## src/rtl/router_pkg.sv

```systemverilog
// rtl/router_pkg.sv - shared router packet definitions: FSM states, header layout, limits
package router_pkg;

  localparam int ADDR_W   = 2;
  localparam int LEN_W    = 6;
  localparam int ADDR_LSB = 0;
  localparam int LEN_LSB  = ADDR_W;
  localparam int BYTE_W   = 8;
  localparam int MAX_LEN  = 63;

  localparam logic [ADDR_W-1:0] BAD_ADDR = 2'd3;

  typedef enum logic [2:0] {
    IDLE,
    LOAD,
    HEADER,
    PAYLOAD,
    PARITY
  } tx_state_t;

  function automatic logic [BYTE_W-1:0] make_header(input logic [LEN_W-1:0]  len,
                                                    input logic [ADDR_W-1:0] addr);
    logic [BYTE_W-1:0] hdr;
    hdr = '0;
    hdr[LEN_LSB +: LEN_W]   = len;
    hdr[ADDR_LSB +: ADDR_W] = addr;
    return hdr;
  endfunction

  function automatic logic header_ok(input logic [ADDR_W-1:0] addr,
                                     input logic [LEN_W-1:0]  len);
    return (addr != BAD_ADDR) && (len != '0);
  endfunction

endpackage

```

## src/rtl/router_pkt_tx_if.sv

```systemverilog
// rtl/router_pkt_tx_if.sv - host payload and router byte-stream signals of the packet transmitter
interface router_pkt_tx_if;
  import router_pkg::*;

  logic              start;
  logic [ADDR_W-1:0] dest_addr;
  logic [LEN_W-1:0]  payload_len;
  logic [BYTE_W-1:0] pl_data;
  logic              pl_valid;
  logic              pl_ready;
  logic              busy;
  logic [BYTE_W-1:0] data_in;
  logic              pkt_valid;
  logic              tx_active;
  logic              tx_done;
  logic              err;

  modport master (
    input  start, dest_addr, payload_len, pl_data, pl_valid, busy,
    output pl_ready, data_in, pkt_valid, tx_active, tx_done, err
  );

  modport slave (
    output start, dest_addr, payload_len, pl_data, pl_valid, busy,
    input  pl_ready, data_in, pkt_valid, tx_active, tx_done, err
  );

endinterface

```

## src/rtl/router_pkt_tx_buf.sv

```systemverilog
// rtl/router_pkt_tx_buf.sv - payload store, one write port and one read port with registered read address
module router_pkt_tx_buf #(
  parameter int DEPTH = 64,
  parameter int AW    = 6,
  parameter int DW    = 8
) (
  input  logic          clock,
  input  logic          resetn,
  input  logic          wr_en,
  input  logic [AW-1:0] wr_addr,
  input  logic [DW-1:0] wr_data,
  input  logic [AW-1:0] rd_addr,
  output logic [DW-1:0] rd_data
);

  logic [DW-1:0] mem [DEPTH];
  logic [AW-1:0] rd_addr_q;

  // Contents are never reset; a packet only reads bytes it has written.
  always_ff @(posedge clock) begin
    if (wr_en) begin
      mem[wr_addr] <= wr_data;
    end
  end

  always_ff @(posedge clock or negedge resetn) begin
    if (!resetn) begin
      rd_addr_q <= '0;
    end else begin
      rd_addr_q <= rd_addr;
    end
  end

  assign rd_data = mem[rd_addr_q];

endmodule

```

## src/rtl/router_pkt_tx.sv

```systemverilog
// rtl/router_pkt_tx.sv - packet transmitter: buffers a payload from the host, then sends
// header, payload and XOR parity to the router under busy back-pressure.
module router_pkt_tx
  import router_pkg::*;
(
  input  logic            clock,
  input  logic            resetn,
  router_pkt_tx_if.master bus
);

  tx_state_t         state, state_n;
  logic [LEN_W-1:0]  len_q, len_n;
  logic [ADDR_W-1:0] addr_q, addr_n;
  logic [LEN_W-1:0]  cnt, cnt_n;
  logic [BYTE_W-1:0] parity, parity_n;
  logic [BYTE_W-1:0] data_q, data_n;
  logic              pkt_valid_q, pkt_valid_n;
  logic              pl_ready_q, pl_ready_n;
  logic              tx_active_q;
  logic              tx_done_q, tx_done_n;
  logic              err_q, err_n;

  logic              wr_en;
  logic [LEN_W-1:0]  rd_addr;
  logic [BYTE_W-1:0] rd_data;
  logic              accept;
  logic              take;

  assign accept = pl_ready_q && bus.pl_valid;
  assign take   = !bus.busy;

  always_comb begin
    state_n     = state;
    len_n       = len_q;
    addr_n      = addr_q;
    cnt_n       = cnt;
    parity_n    = parity;
    data_n      = data_q;
    pkt_valid_n = pkt_valid_q;
    pl_ready_n  = 1'b0;
    tx_done_n   = 1'b0;
    err_n       = 1'b0;
    wr_en       = 1'b0;

    case (state)
      IDLE: begin
        data_n      = '0;
        pkt_valid_n = 1'b0;
        // The tx_done cycle is a guard cycle: start is not sampled then.
        if (bus.start && !tx_done_q) begin
          if (header_ok(bus.dest_addr, bus.payload_len)) begin
            state_n    = LOAD;
            len_n      = bus.payload_len;
            addr_n     = bus.dest_addr;
            cnt_n      = '0;
            parity_n   = make_header(bus.payload_len, bus.dest_addr);
            pl_ready_n = 1'b1;
          end else begin
            err_n = 1'b1;
          end
        end
      end

      LOAD: begin
        pl_ready_n = 1'b1;
        if (accept) begin
          wr_en    = 1'b1;
          parity_n = parity ^ bus.pl_data;
          cnt_n    = cnt + LEN_W'(1);
          if (cnt == len_q - LEN_W'(1)) begin
            state_n     = HEADER;
            cnt_n       = '0;
            pl_ready_n  = 1'b0;
            data_n      = make_header(len_q, addr_q);
            pkt_valid_n = 1'b1;
          end
        end
      end

      HEADER: begin
        if (take) begin
          state_n = PAYLOAD;
          data_n  = rd_data;
        end
      end

      PAYLOAD: begin
        if (take) begin
          if (cnt == len_q - LEN_W'(1)) begin
            state_n     = PARITY;
            cnt_n       = '0;
            data_n      = parity;
            pkt_valid_n = 1'b0;
          end else begin
            cnt_n  = cnt + LEN_W'(1);
            data_n = rd_data;
          end
        end
      end

      PARITY: begin
        if (take) begin
          state_n   = IDLE;
          data_n    = '0;
          tx_done_n = 1'b1;
        end
      end

      default: begin
        state_n = IDLE;
      end
    endcase
  end

  // Read one byte ahead so the next payload byte is ready at the edge that takes the current one.
  assign rd_addr = (state_n == PAYLOAD) ? cnt_n + LEN_W'(1) : '0;

  always_ff @(posedge clock or negedge resetn) begin
    if (!resetn) begin
      state       <= IDLE;
      len_q       <= '0;
      addr_q      <= '0;
      cnt         <= '0;
      parity      <= '0;
      data_q      <= '0;
      pkt_valid_q <= 1'b0;
      pl_ready_q  <= 1'b0;
      tx_active_q <= 1'b0;
      tx_done_q   <= 1'b0;
      err_q       <= 1'b0;
    end else begin
      state       <= state_n;
      len_q       <= len_n;
      addr_q      <= addr_n;
      cnt         <= cnt_n;
      parity      <= parity_n;
      data_q      <= data_n;
      pkt_valid_q <= pkt_valid_n;
      pl_ready_q  <= pl_ready_n;
      tx_active_q <= (state_n != IDLE);
      tx_done_q   <= tx_done_n;
      err_q       <= err_n;
    end
  end

  router_pkt_tx_buf #(
    .DEPTH (MAX_LEN + 1),
    .AW    (LEN_W),
    .DW    (BYTE_W)
  ) u_buf (
    .clock   (clock),
    .resetn  (resetn),
    .wr_en   (wr_en),
    .wr_addr (cnt),
    .wr_data (bus.pl_data),
    .rd_addr (rd_addr),
    .rd_data (rd_data)
  );

  assign bus.data_in   = data_q;
  assign bus.pkt_valid = pkt_valid_q;
  assign bus.pl_ready  = pl_ready_q;
  assign bus.tx_active = tx_active_q;
  assign bus.tx_done   = tx_done_q;
  assign bus.err       = err_q;

endmodule

```

## src/flat_wrapper.sv

```systemverilog
// flat-port wrapper written by rule: the top's interface ports become plain ports
module router_pkt_tx_flat import router_pkg::*;
  (clock, resetn, bus_start, bus_dest_addr, bus_payload_len, bus_pl_data, bus_pl_valid, bus_busy, bus_pl_ready, bus_data_in, bus_pkt_valid, bus_tx_active, bus_tx_done, bus_err);
  router_pkt_tx_if bus_i ();
  input  logic clock;
  input  logic resetn;
  input wire logic [$bits(bus_i.start)-1:0] bus_start;
  input wire logic [$bits(bus_i.dest_addr)-1:0] bus_dest_addr;
  input wire logic [$bits(bus_i.payload_len)-1:0] bus_payload_len;
  input wire logic [$bits(bus_i.pl_data)-1:0] bus_pl_data;
  input wire logic [$bits(bus_i.pl_valid)-1:0] bus_pl_valid;
  input wire logic [$bits(bus_i.busy)-1:0] bus_busy;
  output wire logic [$bits(bus_i.pl_ready)-1:0] bus_pl_ready;
  output wire logic [$bits(bus_i.data_in)-1:0] bus_data_in;
  output wire logic [$bits(bus_i.pkt_valid)-1:0] bus_pkt_valid;
  output wire logic [$bits(bus_i.tx_active)-1:0] bus_tx_active;
  output wire logic [$bits(bus_i.tx_done)-1:0] bus_tx_done;
  output wire logic [$bits(bus_i.err)-1:0] bus_err;
  assign bus_i.start = bus_start;
  assign bus_i.dest_addr = bus_dest_addr;
  assign bus_i.payload_len = bus_payload_len;
  assign bus_i.pl_data = bus_pl_data;
  assign bus_i.pl_valid = bus_pl_valid;
  assign bus_i.busy = bus_busy;
  assign bus_pl_ready = bus_i.pl_ready;
  assign bus_data_in = bus_i.data_in;
  assign bus_pkt_valid = bus_i.pkt_valid;
  assign bus_tx_active = bus_i.tx_active;
  assign bus_tx_done = bus_i.tx_done;
  assign bus_err = bus_i.err;
  router_pkt_tx u_core (.clock(clock), .resetn(resetn), .bus(bus_i));
endmodule
```

## config.mk

```make
export PLATFORM = sky130hd
export DESIGN_NAME = router_pkt_tx_flat
export DESIGN_NICKNAME = d
export VERILOG_FILES = /design/src/rtl/router_pkg.sv /design/src/rtl/router_pkt_tx_if.sv /design/src/rtl/router_pkt_tx_buf.sv /design/src/rtl/router_pkt_tx.sv /design/src/flat_wrapper.sv
export SDC_FILE = /design/constraint.sdc
export NUM_CORES = 1
export LEC_CHECK = 0
export BUFFER_PORTS_ARGS = -buffer_cell sky130_fd_sc_hd__buf_2
export CAP_MARGIN = 0
export CORE_UTILIZATION = 55
export CTS_BUF_LIST = sky130_fd_sc_hd__clkbuf_4
export CTS_CLUSTER_DIAMETER = 60
export DETAILED_ROUTE_END_ITERATION = 8
export PLACE_DENSITY_LB_ADDON = 0.08
export SKIP_LAST_GASP = 1
export SLEW_MARGIN = 0
export SYNTH_ARGS = -nofsm -noshare
export SYNTH_HDL_FRONTEND = slang
export SYNTH_SLANG_ARGS = --single-unit
```

## constraint.sdc

```tcl
create_clock -name clock -period 3.12 [get_ports clock]
set_input_delay 0 -clock clock [delete_from_list [all_inputs] [get_ports clock]]
set_output_delay 0 -clock clock [all_outputs]
set_load 0.02 [all_outputs]
```

After elaboration in Yosys (flattened, before gate mapping)
Memory sizes are Yosys's and may differ from the RTL's.
Index checks and enable logic that the tools add are counted.
- add/subtract/negate cells: 3
- eq/ne operators: 15
- muxes and demuxes: 46
- bitwise logic cells: 1
- reductions and logical operators: 14
- operators with widths (cell ; number):
    8-bit two-way mux ; 9
    8-bit one-hot mux with 5 select lines ; 1
    6-bit two-way mux ; 6
    3-bit two-way mux ; 8
    6-bit one-hot mux with 3 select lines ; 1
    1-bit two-way mux ; 17
    8-bit one-hot mux with 2 select lines ; 1
    3-bit one-hot mux with 5 select lines ; 1
    6-bit by 1-bit adder with 6-bit output, second input constant ; 2
    2-bit by 1-bit != test with 1-bit output, second input constant ; 5
    3-bit by 2-bit equality test with 1-bit output, second input constant ; 3
    2-bit != test, second input constant ; 4
    8-bit bitwise XOR ; 1
    6-bit equality test ; 1
    6-bit AND reduction ; 1
    3-bit nonzero test ; 2
    6-bit nonzero test ; 1
    6-bit by 1-bit subtractor with 6-bit output, second input constant ; 1
    5-bit AND reduction ; 1
    5-bit nonzero test ; 1
    4-bit AND reduction ; 1
    3-bit by 1-bit equality test with 1-bit output, second input constant ; 1
    3-bit equality test, second input constant ; 1
    1-bit logical AND ; 3
    6 further kinds ; 6
- register bits after elaboration: 44
- RAM bits: 512
- input port bits: 21
- word-level logic and storage cells: 92
- memories kept: 1
- memory list (memory ; depth ; bits a word ; rd ports ; clocked after Yosys merged registers in ; wr ports ; RTL line ; source):
    u_core.u_buf.mem ; 64 ; 8 ; 1 ; 0 ; 1 ; router_pkt_tx_buf.sv:16 ; logic [DW-1:0] mem [DEPTH];

Logic depth before layout (Yosys ltp)
- depth in word-level cells: 7
- mapped depth: 14
- gate-level depth less buffers: 12

Modules after synthesis
A second synthesis with hierarchy kept.
- cells, all modules: 1176
- area, all modules: 22405.2 µm²
- by module, submodules not included (module ; times used ; cells each ; area each (µm²) ; sequential area each (µm²)):
    router_pkt_tx_buf ; 1 ; 938 ; 20156.8 ; 15524.9
    router_pkt_tx ; 1 ; 238 ; 2248.4 ; 950.9

Least setup slack after synthesis
No wires, ideal clock.
- path kind: register to register
- from: reg u_core.len_q[0]
- to: reg u_core.u_buf.rd_addr_q[4]
- data arrival time: 2.633 ns
- path slack: 0.353 ns
- stages on the path, launching flop included: 15
- clock period less this slack: 2.767 ns
- cells stage by stage: dfrtp_1 -> inv_1 -> ha_1 -> or3b_1 -> a211oi_1 -> and4b_1 -> buf_2 -> and2_1 -> buf_2 -> nor2_1 -> mux2_2 -> ha_1 -> inv_1 -> o31a_1 -> nor3_1
- cells in the longest elaborated chain, start to end: 7
- elaborated cells on any way between the ends: 14
- classes of those cells: 2 x add/sub; 2 x eq/ne; 10 x mux
- ends and longest elaborated chain (item ; RTL line ; source):
    start, declared ; router_pkt_tx.sv:12 ; logic [LEN_W-1:0] len_q, len_n;
    start signal, assigned ; router_pkt_tx.sv:133 ; len_q <= len_n;
    6-bit by 1-bit subtractor with 6-bit output * ; router_pkt_tx.sv:70, router_pkt_tx.sv:89 ;
    6-bit equality test * ; router_pkt_tx.sv:70, router_pkt_tx.sv:89 ;
    6-bit two-way mux * ; router_pkt_tx.sv:70, router_pkt_tx.sv:89 ;
    6-bit two-way mux (on tied branches) ; router_pkt_tx.sv:88, router_pkt_tx.sv:66 ;
    6-bit one-hot mux with 3 select lines * ; router_pkt_tx.sv:45 ; case (state)
    named net u_core.cnt_n[0] ; router_pkt_tx.sv:14 ; logic [LEN_W-1:0] cnt, cnt_n;
    6-bit by 1-bit adder with 6-bit output * ; router_pkt_tx.sv:116 ; assign rd_addr = (state_n == PAYLOAD) ? cnt_n + LEN_W'(1) : '0;
    6-bit two-way mux * ; router_pkt_tx.sv:116 ;
    named net u_core.rd_addr[4] ; router_pkt_tx.sv:24 ; logic [LEN_W-1:0] rd_addr;
    end signal, assigned ; router_pkt_tx_buf.sv:30 ; rd_addr_q <= rd_addr;
    end, declared ; router_pkt_tx_buf.sv:17 ; logic [AW-1:0] rd_addr_q;
The timed path passes the listed nets; every way through them passes the cells marked *.
A chain may end at the register's enable or synchronous reset.

Worst setup path in the final report
- from: reg u_core.len_q[1]
- to: reg u_core.u_buf.rd_addr_q[0]
- cells in the longest elaborated chain, start to end: 7
- elaborated cells on any way between the ends: 14
- classes of those cells: 2 x add/sub; 2 x eq/ne; 10 x mux
- ends and longest elaborated chain (item ; RTL line ; source):
    6-bit by 1-bit subtractor with 6-bit output * ; router_pkt_tx.sv:70, router_pkt_tx.sv:89 ;
    6-bit equality test * ; router_pkt_tx.sv:70, router_pkt_tx.sv:89 ;
    6-bit two-way mux, or another cell as far along ; router_pkt_tx.sv:70, router_pkt_tx.sv:89 ;
    6-bit two-way mux, or another cell as far along ; router_pkt_tx.sv:88 ; if (take) begin
    6-bit one-hot mux with 3 select lines or 3-bit one-hot mux with 5 select lines (tied branches) ; router_pkt_tx.sv:45 ;
    6-bit by 1-bit adder with 6-bit output or 3-bit by 2-bit equality test with 1-bit output (tied branches) ; router_pkt_tx.sv:116 ;
    6-bit two-way mux * ; router_pkt_tx.sv:116 ;
    named net u_core.rd_addr[0] ; router_pkt_tx.sv:24 ;
Marked as above.

==> summary.txt <==
Starting Density: 55.9%
Pwr per Cell Area: 746 mW/mm2
Fin crit share: 92.5%
Final number of max-transition violations: 0
FF-to-FF Start: u_core.len_q[1]$_DFFE_PN0P_
CP max stage cell: dfrtp_1
Chip Height: 203 um
Final Power: 19.2 mW
CTS Buf Count: 141
Fin nets: 1,389
Top cell type's share of synthesized area: 69.0%
Met2 Resource Use GR: 37.9%
Post-Syn Area: 0.0223 mm2
Post-Synthesis Cells: 1,100
CP max stage delay: 0.45 ns
Worst skew pair latency: 0.80 ns
Avg WL per Cell: 25.0 um
Htree depth: 4
Syn_nets: 1,124
Worst Skew: 0.0259 ns
Final setup viols: 0
Synth Register Bits: 556
R2R cell count: 10
Min-Delay Startpoint: bus_payload_len[4]
Port Buffer Count: 33
Clock Tree Buf Depth: 3
R2R Setup Slk: 0.24 ns
Hold Path Stages: 4
Unrepaired setup endpoints after global routing: no
Outcome: finished clean
Grt total ovfl: 0
Fmax: 347 MHz
Min Tclk post-route: 2.88 ns
Die Wd: 203 um
WHS: 0.102 ns
Post-synthesis sequential area ratio: 73.9%
# rows: 73
Routed vias/inst: 5.98
Commonest cells after routing, fill and taps aside: edfxtp_1 (512), clkbuf_4 (209), mux4_2 (160)
Share of layout cells above drive strength 1: 37.1%
Total track usage: 25.4%
Hold Path Class: in2reg
Yosys synthesis warning count: 0
Met3 Use GR: 5.85%
# DRC: 0
Initial antenna violation count: 3
Met1 usage: 38.0%
Post-synth EDFFs: 512
First-pass detailed-route iteration total: 5
Final Hold Viols: 0
Max FO, Critical Path: 9
Crit end category: register
Netlist cell types: 51
Main synth FF type: edfxtp_1
Final HPWL DP: 30,500 um
ANT nets after route: 0
CP Launch Type: register
Rel. slew slack: 20.3%
Postcts setup bufs: 0
First-pass GRT wire length: 75,300 um
Most common cell after layout, fill and taps aside: edfxtp_1
# IOs: 34
Clk slew on worst S/H paths: 0.06 ns
Top cells by area, synth: edfxtp_1 (69%), mux4_2 (16%), dfrtp_1 (4.9%), nor2_1 (1.4%), a21oi_1 (0.79%)
RD Place Congestion: 0.873
Max cap viols: 0
Ordered cell list for the critical path: inv_1 -> ha_1 -> or3b_1 -> a211oi_1 -> and4b_1 -> and2_1 -> buf_4 -> nand2_1 -> o21ai_1 -> nor2_1
Number of global-route vias before repair: 12,100
Setup Crit Path Kind: reg2reg
Most area-hungry cell type in the Yosys netlist: edfxtp_1
Setup tns final: 0 ns
Actual transition at the worst max-transition pin: 1.19 ns
DIE AREA: 0.0413 mm2
Post-synth ARST share: 7.91%
Placeable Area: 0.0398 mm2
Peak VDD IR: 0.309 mV
Syn Area/Cell: 20.3 um2
CTS Sinks: 556
Required @ worst endpoint: 3.75 ns
Largest net degree at the start of global routing: 67
Worst Hold End: u_core.parity[6]$_DFFE_PN0P_
Crit Reg-Reg Endpoint: u_core.u_buf.rd_addr_q[0]$_DFF_PN0_
Most Crowded Layer GR: met1
Leak pwr: 8.52 nW
Total wire length: 49,600 um
Via Count: 11,900
Arr. time, crit path: 3.52 ns
Iter 0 DRT Violations: 1,222
Layout area overhead: 15.8%
TritonCTS clock tree: built
Root Driver: clkbuf_4
==> logic make-up after synthesis <==
group,after synthesis,synth area share (%)
AOI/OAI and AO/OA,92,2.71
xor gates and xnor gates,7,0.275
adders and majority gates,3,0.168
buffers and inverters,69,1.56
DFF,556,73.9
muxes,178,17.0
and+or+nand+nor,195,4.31
==> routing by layer <==
metal  part of all wire (%)  vias up
met5                      0        -
met4                    1.2        0
met3                    7.9       45
met2                     47      493
met1                     44     6170
li1                       -     5165
==> power by group <==
| part | leakage (nW) | switching (mW) | total (mW) | internal, mW |
|---|---|---|---|---|
| Combinational | 2.34 | 2.36 | 4.65 | 2.28 |
| Sequential | 5.14 | 0.343 | 8.74 | 8.40 |
| Clock | 1.04 | 2.74 | 5.86 | 3.12 |
| Total | 8.52 | 5.44 | 19.2 | 13.8 |
==> per-stage QoR <==
step	setup slack, ns	util [%]	cells	instance area (um2)
global route	0.0257	64.8	1986	25800
finish	0.235	64.8	1987	25800
floorplan	0.353	-	1100	22300
detailed placement	0.0787	59.6	1710	23700
CTS	0.0789	64.8	1985	25800
global placement	0.121	59.6	1710	23700
==> synthesized netlist by cell type, drive strengths merged, types with 3 or more instances <==
library cell    n
mux2i           9
a21oi          37
clkbuf         29
a211oi         18
ha              3
o31a            3
edfxtp        512
or3b            4
a221oi          3
nor2           81
nand2b          7
inv            12
a211o           8
xnor2           5
nand3          25
nor2b          10
nor3            7
mux4          160
nand2          24
nand3b         10
mux2            9
o21ai          14
buf            28
dfrtp          44
or3            16
==> what timing repair did <==
action,in CTS,in global routing
hold buffers,37,0
gates resized for setup,0,1
endpoints found under the hold margin,352,0
setup endpoints to repair,0,2
==> worst max-delay path, delay by kind of cell (launching register included) <==
| family | cells | cell delay [ns] |
|---|---|---|
| DFF | 1 | 0.45 |
| and+or+nand+nor | 5 | 1.10 |
| AOI/OAI and AO/OA | 2 | 0.67 |
| buffers and inverters | 2 | 0.27 |
| adders and majority gates | 1 | 0.22 |
==> cell type report <==
class / count / area (um2)
flip-flops and latches: 556 / 16500
fillers: 2845 / 14000
multi-input cells: 475 / 5460
clock buffers: 209 / 1570
repair buffers: 179 / 1450
well taps: 525 / 657
clock inverters: 29 / 135
inverters: 12 / 45.0
diodes: 2 / 5.00
==> flip-flops by register name, summed over array words and instances (netlist names), 2 cells and up <==
name,cells
u_core.state,3
u_core.u_buf.rd_addr_q,6
u_core.u_buf.mem,512
u_core.cnt,6
u_core.len_q,6
u_core.bus.data_in,8
u_core.addr_q,2
u_core.parity,8
==> how the worst max path moves through the flow <==
| stage | start | end | slack (ns) | cells past startpoint |
|---|---|---|---|---|
| after detailed placement | u_core.u_buf.rd_addr_q[0]$_DFF_PN0_ | u_core.bus.data_in[1]$_DFFE_PN0P_ | 0.08 | 6 |
| after global placement | u_core.u_buf.rd_addr_q[0]$_DFF_PN0_ | u_core.bus.data_in[1]$_DFFE_PN0P_ | 0.12 | 6 |
| final | u_core.len_q[1]$_DFFE_PN0P_ | u_core.u_buf.rd_addr_q[0]$_DFF_PN0_ | 0.24 | 10 |
| after CTS | u_core.u_buf.rd_addr_q[0]$_DFF_PN0_ | u_core.bus.data_in[1]$_DFFE_PN0P_ | 0.08 | 6 |
| after floorplan | u_core.len_q[0]$_DFFE_PN0P_ | u_core.u_buf.rd_addr_q[4]$_DFF_PN0_ | 0.35 | 14 |
| after global routing | u_core.len_q[0]$_DFFE_PN0P_ | u_core.u_buf.rd_addr_q[4]$_DFF_PN0_ | 0.03 | 12 |
(Power assumes the default switching activity.)
